**src/rtl/seq_divider.sv**
```systemverilog
// Multi-cycle restoring divider, unsigned or signed (truncating), with a fixed
// 10-cycle latency per operation including the divide-by-zero case.
module seq_divider #(
  parameter int N_BIT = 8
) (
  input  logic             clk,
  input  logic             rst,
  input  logic             start_in,
  input  logic             op_sel_in,
  input  logic [N_BIT-1:0] dividend_in,
  input  logic [N_BIT-1:0] divisor_in,
  output logic             busy_out,
  output logic             done_out,
  output logic [N_BIT-1:0] quot_out,
  output logic [N_BIT-1:0] rem_out,
  output logic             dbz_out
);

  localparam int CNT_W = $clog2(N_BIT);
  localparam logic [N_BIT-1:0] ONE     = N_BIT'(1);
  localparam logic [CNT_W-1:0] CNT_ONE = CNT_W'(1);
  localparam logic [CNT_W-1:0] CNT_TOP = CNT_W'(N_BIT - 1);

  typedef enum logic [1:0] {IDLE, DIV, FIX} state_t;

  state_t state, state_nxt;

  logic [CNT_W-1:0] cnt;
  logic [N_BIT:0]   r;
  logic [N_BIT-1:0] q, d, dvd_raw;
  logic             sign_q, sign_r;
  logic             sd, sv;
  logic [N_BIT+1:0] r_sh;
  logic signed [N_BIT+1:0] t;
  logic             t_nonneg;

  function automatic logic [N_BIT-1:0] apply_sign(input logic [N_BIT-1:0] v,
                                                   input logic neg);
    return neg ? (~v + ONE) : v;
  endfunction

  // |-2^(N-1)| wraps to 2^(N-1), which is still the correct unsigned magnitude.
  function automatic logic [N_BIT-1:0] magnitude(input logic [N_BIT-1:0] v,
                                                  input logic is_signed);
    return apply_sign(v, is_signed & v[N_BIT-1]);
  endfunction

  assign sd = op_sel_in & dividend_in[N_BIT-1];
  assign sv = op_sel_in & divisor_in[N_BIT-1];

  // R < D always holds between iterations, so the shifted value stays below
  // 2^(N+1) and the sign of t is a true borrow indication.
  assign r_sh     = {r, q[N_BIT-1]};
  assign t        = $signed(r_sh) - $signed({2'b00, d});
  assign t_nonneg = ~t[N_BIT+1];

  assign busy_out = (state != IDLE);

  always_ff @(posedge clk or posedge rst) begin
    if (rst) state <= IDLE;
    else     state <= state_nxt;
  end

  always_comb begin
    state_nxt = state;
    case (state)
      IDLE:    if (start_in) state_nxt = DIV;
      DIV:     if (cnt == '0) state_nxt = FIX;
      FIX:     state_nxt = IDLE;
      default: state_nxt = IDLE;
    endcase
  end

  always_ff @(posedge clk or posedge rst) begin
    if (rst) begin
      cnt      <= '0;
      r        <= '0;
      q        <= '0;
      d        <= '0;
      dvd_raw  <= '0;
      sign_q   <= 1'b0;
      sign_r   <= 1'b0;
      done_out <= 1'b0;
      quot_out <= '0;
      rem_out  <= '0;
      dbz_out  <= 1'b0;
    end else begin
      done_out <= 1'b0;
      case (state)
        // operand capture
        IDLE: begin
          if (start_in) begin
            q       <= magnitude(dividend_in, op_sel_in);
            d       <= magnitude(divisor_in, op_sel_in);
            dvd_raw <= dividend_in;
            sign_q  <= sd ^ sv;
            sign_r  <= sd;
            r       <= '0;
            cnt     <= CNT_TOP;
          end
        end
        // one restoring iteration per edge
        DIV: begin
          r   <= t_nonneg ? t[N_BIT:0] : r_sh[N_BIT:0];
          q   <= {q[N_BIT-2:0], t_nonneg};
          cnt <= cnt - CNT_ONE;
        end
        // sign correction and result publication
        FIX: begin
          done_out <= 1'b1;
          if (d == '0) begin
            quot_out <= '1;
            rem_out  <= dvd_raw;
            dbz_out  <= 1'b1;
          end else begin
            quot_out <= apply_sign(q, sign_q);
            rem_out  <= apply_sign(r[N_BIT-1:0], sign_r);
            dbz_out  <= 1'b0;
          end
        end
        default: ;
      endcase
    end
  end

endmodule
```
**config.mk**
```make
export PLATFORM = sky130hd
export DESIGN_NAME = seq_divider
export DESIGN_NICKNAME = d
export VERILOG_FILES = /design/src/rtl/seq_divider.sv
export SDC_FILE = /design/constraint.sdc
export NUM_CORES = 1
export LEC_CHECK = 0
export BUFFER_PORTS_ARGS = -buffer_cell sky130_fd_sc_hd__buf_2
export CAP_MARGIN = 30
export CORE_ASPECT_RATIO = 0.5
export CORE_MARGIN = 1.5
export CORE_UTILIZATION = 35
export CTS_BUF_LIST = sky130_fd_sc_hd__clkbuf_8
export DETAILED_ROUTE_END_ITERATION = 8
export SYNTH_ARGS = -nofsm -noshare
export SYNTH_HDL_FRONTEND = slang
export SYNTH_SLANG_ARGS = --single-unit
```
**constraint.sdc**
```tcl
create_clock -name clk -period 5.8 [get_ports clk]
set_input_delay 1.16 -clock clk [delete_from_list [all_inputs] [get_ports clk]]
set_output_delay 1.16 -clock clk [all_outputs]
set_load 0.03 [all_outputs]
```
==> results of run 1 <==
## layer usage
layer / global-route usage [%] / routed length (um) / up-vias
li1: - / - / 1360
met1: 24.3 / 4140 / 1207
met2: 22.2 / 2880 / 57
met3: 5.08 / 407 / 9
met4: 5.90 / 86 / 0
met5: 0 / 0 / -
## synth_stat cells (11+ instances only)
library cell	count	share of area, %
inv_1	27	3.0
a21oi_1	15	2.3
xor2_1	14	3.7
a31oi_1	11	2.1
o21ai_0	34	5.1
clkbuf_1	15	1.7
xnor2_1	15	3.9
ha_1	14	5.3
dfrtp_1	58	44
nand2_1	62	7.0
nor2_1	33	3.7
## worst max-delay path, cell delays in order (launching register included)
cell and delay, ps:
dfrtp_1 470, nor2_1 210, inv_1 50, buf_2 170
## report_power, final
group          switching, mW  total, mW  internal (mW)
sequential             0.184      0.778          0.594
clock                  0.166      0.417          0.250
combinational          0.739       1.28          0.537
total                   1.09       2.47           1.38
## sequential cells by signal (all words and copies together), names as in the netlist
| signal | count |
|---|---|
| r | 9 |
| d | 8 |
| dvd_raw | 8 |
| q | 8 |
| quot_out | 8 |
| rem_out | 8 |
| cnt | 3 |
| state | 2 |
| dbz_out | 1 |
| done_out | 1 |
| sign_q | 1 |
| sign_r | 1 |
## worst paths after layout
| path | start | to | slack (ps) | cells after the start |
|---|---|---|---|---|
| min in group asynchronous | rst | rem_out[1] | 1000 | 3 |
| hold reg to reg | rem_out[0] | rem_out[0] | 480 | 2 |
| setup reg to reg | r[2] | r[0] | 3400 | 7 |
| max in group asynchronous | rst | d[1] | 4270 | 3 |
| setup / recovery | state[1] | busy_out | 3400 | 3 |
| hold / removal | rem_out[0] | rem_out[0] | 480 | 2 |
## final cells by class
class                           instances  share of cell area [%]
Clock buffer                           10                    3.59
Clock inverter                          6                    2.12
Inverter                               27                    2.64
Multi-Input combinational cell        276                    44.5
Sequential cell                        58                    37.8
Tap cell                              117                    3.81
Timing Repair Buffer                   41                    5.54
## cell families after synthesis
logic type | count (synthesis) | share of synthesized area (%)
buffers and inverters | 44 | 5.18
AO/OA/AOI/OAI | 95 | 18.2
AND/OR/NAND/NOR | 129 | 16.9
XOR/XNOR | 30 | 8.11
adder cells (fa/ha/maj) | 15 | 5.86
flip-flops | 58 | 43.6
multiplexers | 7 | 2.10
==> reports/results.tsv, run 1 <==
metric	value	unit
track_usage	16.4	%
finalNonFillerCells	535	
layout_common_cells	62 x nand2_1, 58 x dfrtp_1, 38 x buf_2	
arrival	1240	ps
hold_class	reg2reg	
synth_edf_count	0	
tightest_slew	982	ps
post-dp-hpwl	5490	um
final_util	42.7	%
setup_slack	3400	ps
boundaryPins	39	
worst-path-max-fanout	9	
grt_pass1_wl	12600	um
required	4640	ps
critical_path_class	reg2out	
place_ws	3330	ps
clockBufferDepth	2	
port_buffers	38	
vias	2633	
wl_per_cell	14.0	um
syn2layout_area_growth	15.2	%
synth-async-reset-ratio	100	%
ys_ff_latch	58	
rows	24	
fin_crit_sh	41.5	%
cts.repair.resized	0	
die_area	0.0101	mm2
dp_cells	519	
ys.warnings.count	0	
numCtsBuffers	9	
holdWs	477	ps
fin_setup_tns	0	ps
finalHoldViolations	0	
viasPerCell	4.92	
p_leak	1.82	nW
power_density	644	mW/mm2
grt_pass1_vias	2436	
diodes	0	
ctsHtreeMaxLevel	3	
cts_sinks	58	
coreArea	0.00898	mm2
avgSynthCellArea	8.81	um2
postCtsSetupBuffers	0	
slew_headroom	34.4	%
min_period	2400	ps
end_kind	output pin	
finalInstanceArea	0.00384	mm2
chipWidth	141	um
synth_cell_types	47	
max_cap_violations	0	
power	2.47	mW
ant_nets	0	
drc	0	
slew_violations	0	
grt_max_degree	59	
placed_area	0.00362	mm2
drtIter0Drc	177	
setup_viol	0	
mostFrequentLayoutCell	nand2_1	
multi_input_area	0.00171	mm2
place_congestion	0.921	
skew	9.69	ps
drive_gt1_share	16.0	%
postSynthCellCount	378	
die_h	72.0	um
status	complete, no violations	
start_util	37.1	%
rsz0062_at_grt	no	
cts_root_buffer	clkbuf_8	
ys_seq_area_share	43.6	%
layout.area.seq	0.00145	mm2
vdd_drop_max	0.000186	V
dr.pass1.iters	4	
ctsHoldBuffers	0	
clkSlewWorstSetupHoldPaths	70	ps
synth_fp_nets	413	
nFillCells	899	
crit_path_start_kind	flop	
grt_antenna_before_repair	0	
grt.overflow.total	0	
cts_tree	done	
num-nets-final	448	
netlist_area	0.00333	mm2
max_freq	0.416	GHz
worstSkewPairLatency	350	ps
synth_flop_cell	dfrtp_1	
finalWirelength	7510	um
No activity file was read; power rests on OpenSTA's default activity.
==> run 2, diff against run 1 <==
==> constraint.sdc (replaced) <==
create_clock -name clk -period 2.35 [get_ports clk]
set_input_delay 0.47 -clock clk [delete_from_list [all_inputs] [get_ports clk]]
set_output_delay 0.47 -clock clk [all_outputs]
set_load 0.03 [all_outputs]
==> reports/results.tsv, run 2 (synthesized netlist as in run 1, its figures left out) <==
metric	value	unit	change
rows	24		unchanged
wl_met2	3020	um	was 2880 um
cts_root_buffer	clkbuf_8		unchanged
grt_max_degree	59		unchanged
finalHoldViolations	0		unchanged
slew_violations	0		unchanged
num-nets-final	460		was 448
wl_per_cell	13.9	um	was 14.0 um
rsz0062_at_grt	no		unchanged
fin_setup_tns	0	ps	unchanged
arrival	2430	ps	was 1240 ps
drtIter0Drc	151		was 177
worst-path-max-fanout	2		was 9
max_cap_violations	0		unchanged
wl_met3	504	um	was 407 um
drive_gt1_share	18.6	%	was 16.0%
post-dp-hpwl	5610	um	was 5490 um
top_layer	met4		unchanged
viasPerCell	4.93		was 4.92
numCtsBuffers	9		unchanged
mostFrequentLayoutCell	nand2_1		unchanged
die_area	0.0101	mm2	unchanged
setup_viol	0		unchanged
start_util	37.1	%	unchanged
drc	0		unchanged
grt_antenna_before_repair	0		unchanged
port_buffers	38		unchanged
worstSkewPairLatency	340	ps	was 350 ps
grt_pass1_wl	12900	um	was 12,600 um
min_period	2180	ps	
largest_register_ffs	9		unchanged
chipWidth	141	um	unchanged
skew	8.79	ps	was 9.69 ps
m1WireLength	4000	um	was 4140 um
tightest_slew	650	ps	was 982 ps
crit_path_start_kind	flop		unchanged
die_h	72.0	um	unchanged
diodes	0		unchanged
p_leak	1.91	nW	was 1.82 nW
slew_headroom	56.6	%	was 34.4%
dr.pass1.iters	5		was 4
coreArea	0.00898	mm2	unchanged
cts_tree	done		unchanged
grt.overflow.total	0		unchanged
max_freq	0.459	GHz	
final_util	44.4	%	was 42.7%
ant_nets	0		unchanged
syn2layout_area_growth	19.8	%	was 15.2%
postCtsSetupBuffers	0		unchanged
finalWirelength	7620	um	was 7510 um
clockBufferDepth	2		unchanged
largest_register	r		unchanged
clkSlewWorstSetupHoldPaths	70	ps	about the same
status	complete, no violations		unchanged
ctsHtreeMaxLevel	3		unchanged
required	2600	ps	was 4640 ps
critical_path_class	reg2reg		was reg2out
layout_common_cells	62 x nand2_1, 58 x dfrtp_1, 38 x buf_2		unchanged
hold_class	in2async		was reg2reg
boundaryPins	39		unchanged
power_density	1620	mW/mm2	was 644 mW/mm2
vias	2697		was 2,633
fin_crit_sh	92.7	%	
end_kind	flop		was output pin
vdd_drop_max	0.000513	V	was 0.000186 V
cts_sinks	58		unchanged
ctsHoldBuffers	0		unchanged
track_usage	16.6	%	was 16.4%
place_congestion	0.837		was 0.921
grt_pass1_vias	2557		was 2,436
## run 2: cell count changes in the layout (fill, tap and decap cells not counted), sizes merged
cell,previous run,this run
buf,41,53
bufinv,2,4
clkinv,2,1
clkinvlp,1,0
## run 2: timing repair
item,in CTS,in global routing
setup endpoints to repair,0,1
endpoints found under the hold margin,0,0
resized for setup,0,1
## run 2: final timing paths
kind,start,end,slack [ps],depth (start not counted)
max in group asynchronous,rst,cnt[1],1920,3
min in group clk,dividend_in[4],dvd_raw[4],380,3
min reg2reg,rem_out[2],rem_out[2],470,2
min,rst,rem_out[1],180,3
max,q[7],r[8],170,10
max reg2reg,q[7],r[8],170,10
## run 2: metrics by stage
step | power [mW] | worst slack, ps | hold WS [ps] | instance area, um2 | cells
6_report | 6.48 | 172 | 175 | 3990 | 547
5_1_grt | 7.06 | 21.0 | 189 | 3990 | 547
4_1_cts | 6.52 | 123 | 174 | 3990 | 547
3_5_place_dp | 5.25 | 146 | 464 | 3720 | 531
3_3_place_gp | 5.20 | 187 | 457 | 3720 | 531
2_1_floorplan | 4.41 | 227 | 441 | 3330 | 378
## run 2: power by group
part	internal [mW]	switching [mW]	leakage, nW
registers	1.47	0.390	0.730
logic	1.45	1.93	1.04
clock network	0.835	0.403	0.138
## run 2: cell type report
| cell class | instances | area, um2 |
|---|---|---|
| clock inverters | 6 | 129 |
| multi-input cells | 276 | 1710 |
| inverters | 27 | 101 |
| well taps | 117 | 146 |
| flip-flops and latches | 58 | 1450 |
| fillers | 918 | 4990 |
| clock buffers | 10 | 138 |
| repair buffers | 53 | 315 |
## run 2: worst max-delay path, stage by stage, from the launching register on
cell and delay (ps):
dfrtp_1 380, inv_1 70, ha_1 160, inv_1 60
fa_2 360, a21o_1 180, a22o_1 180, or4_1 390
o21ai_1 110, a31oi_1 100, o211ai_1 100
## run 2: layer usage
layer / GRT usage (%) / vias to the layer above
met1: 24.7 / 1242
met2: 22.6 / 63
li1: - / 1383
met4: 5.56 / 0
met5: 0 / -
met3: 5.28 / 9
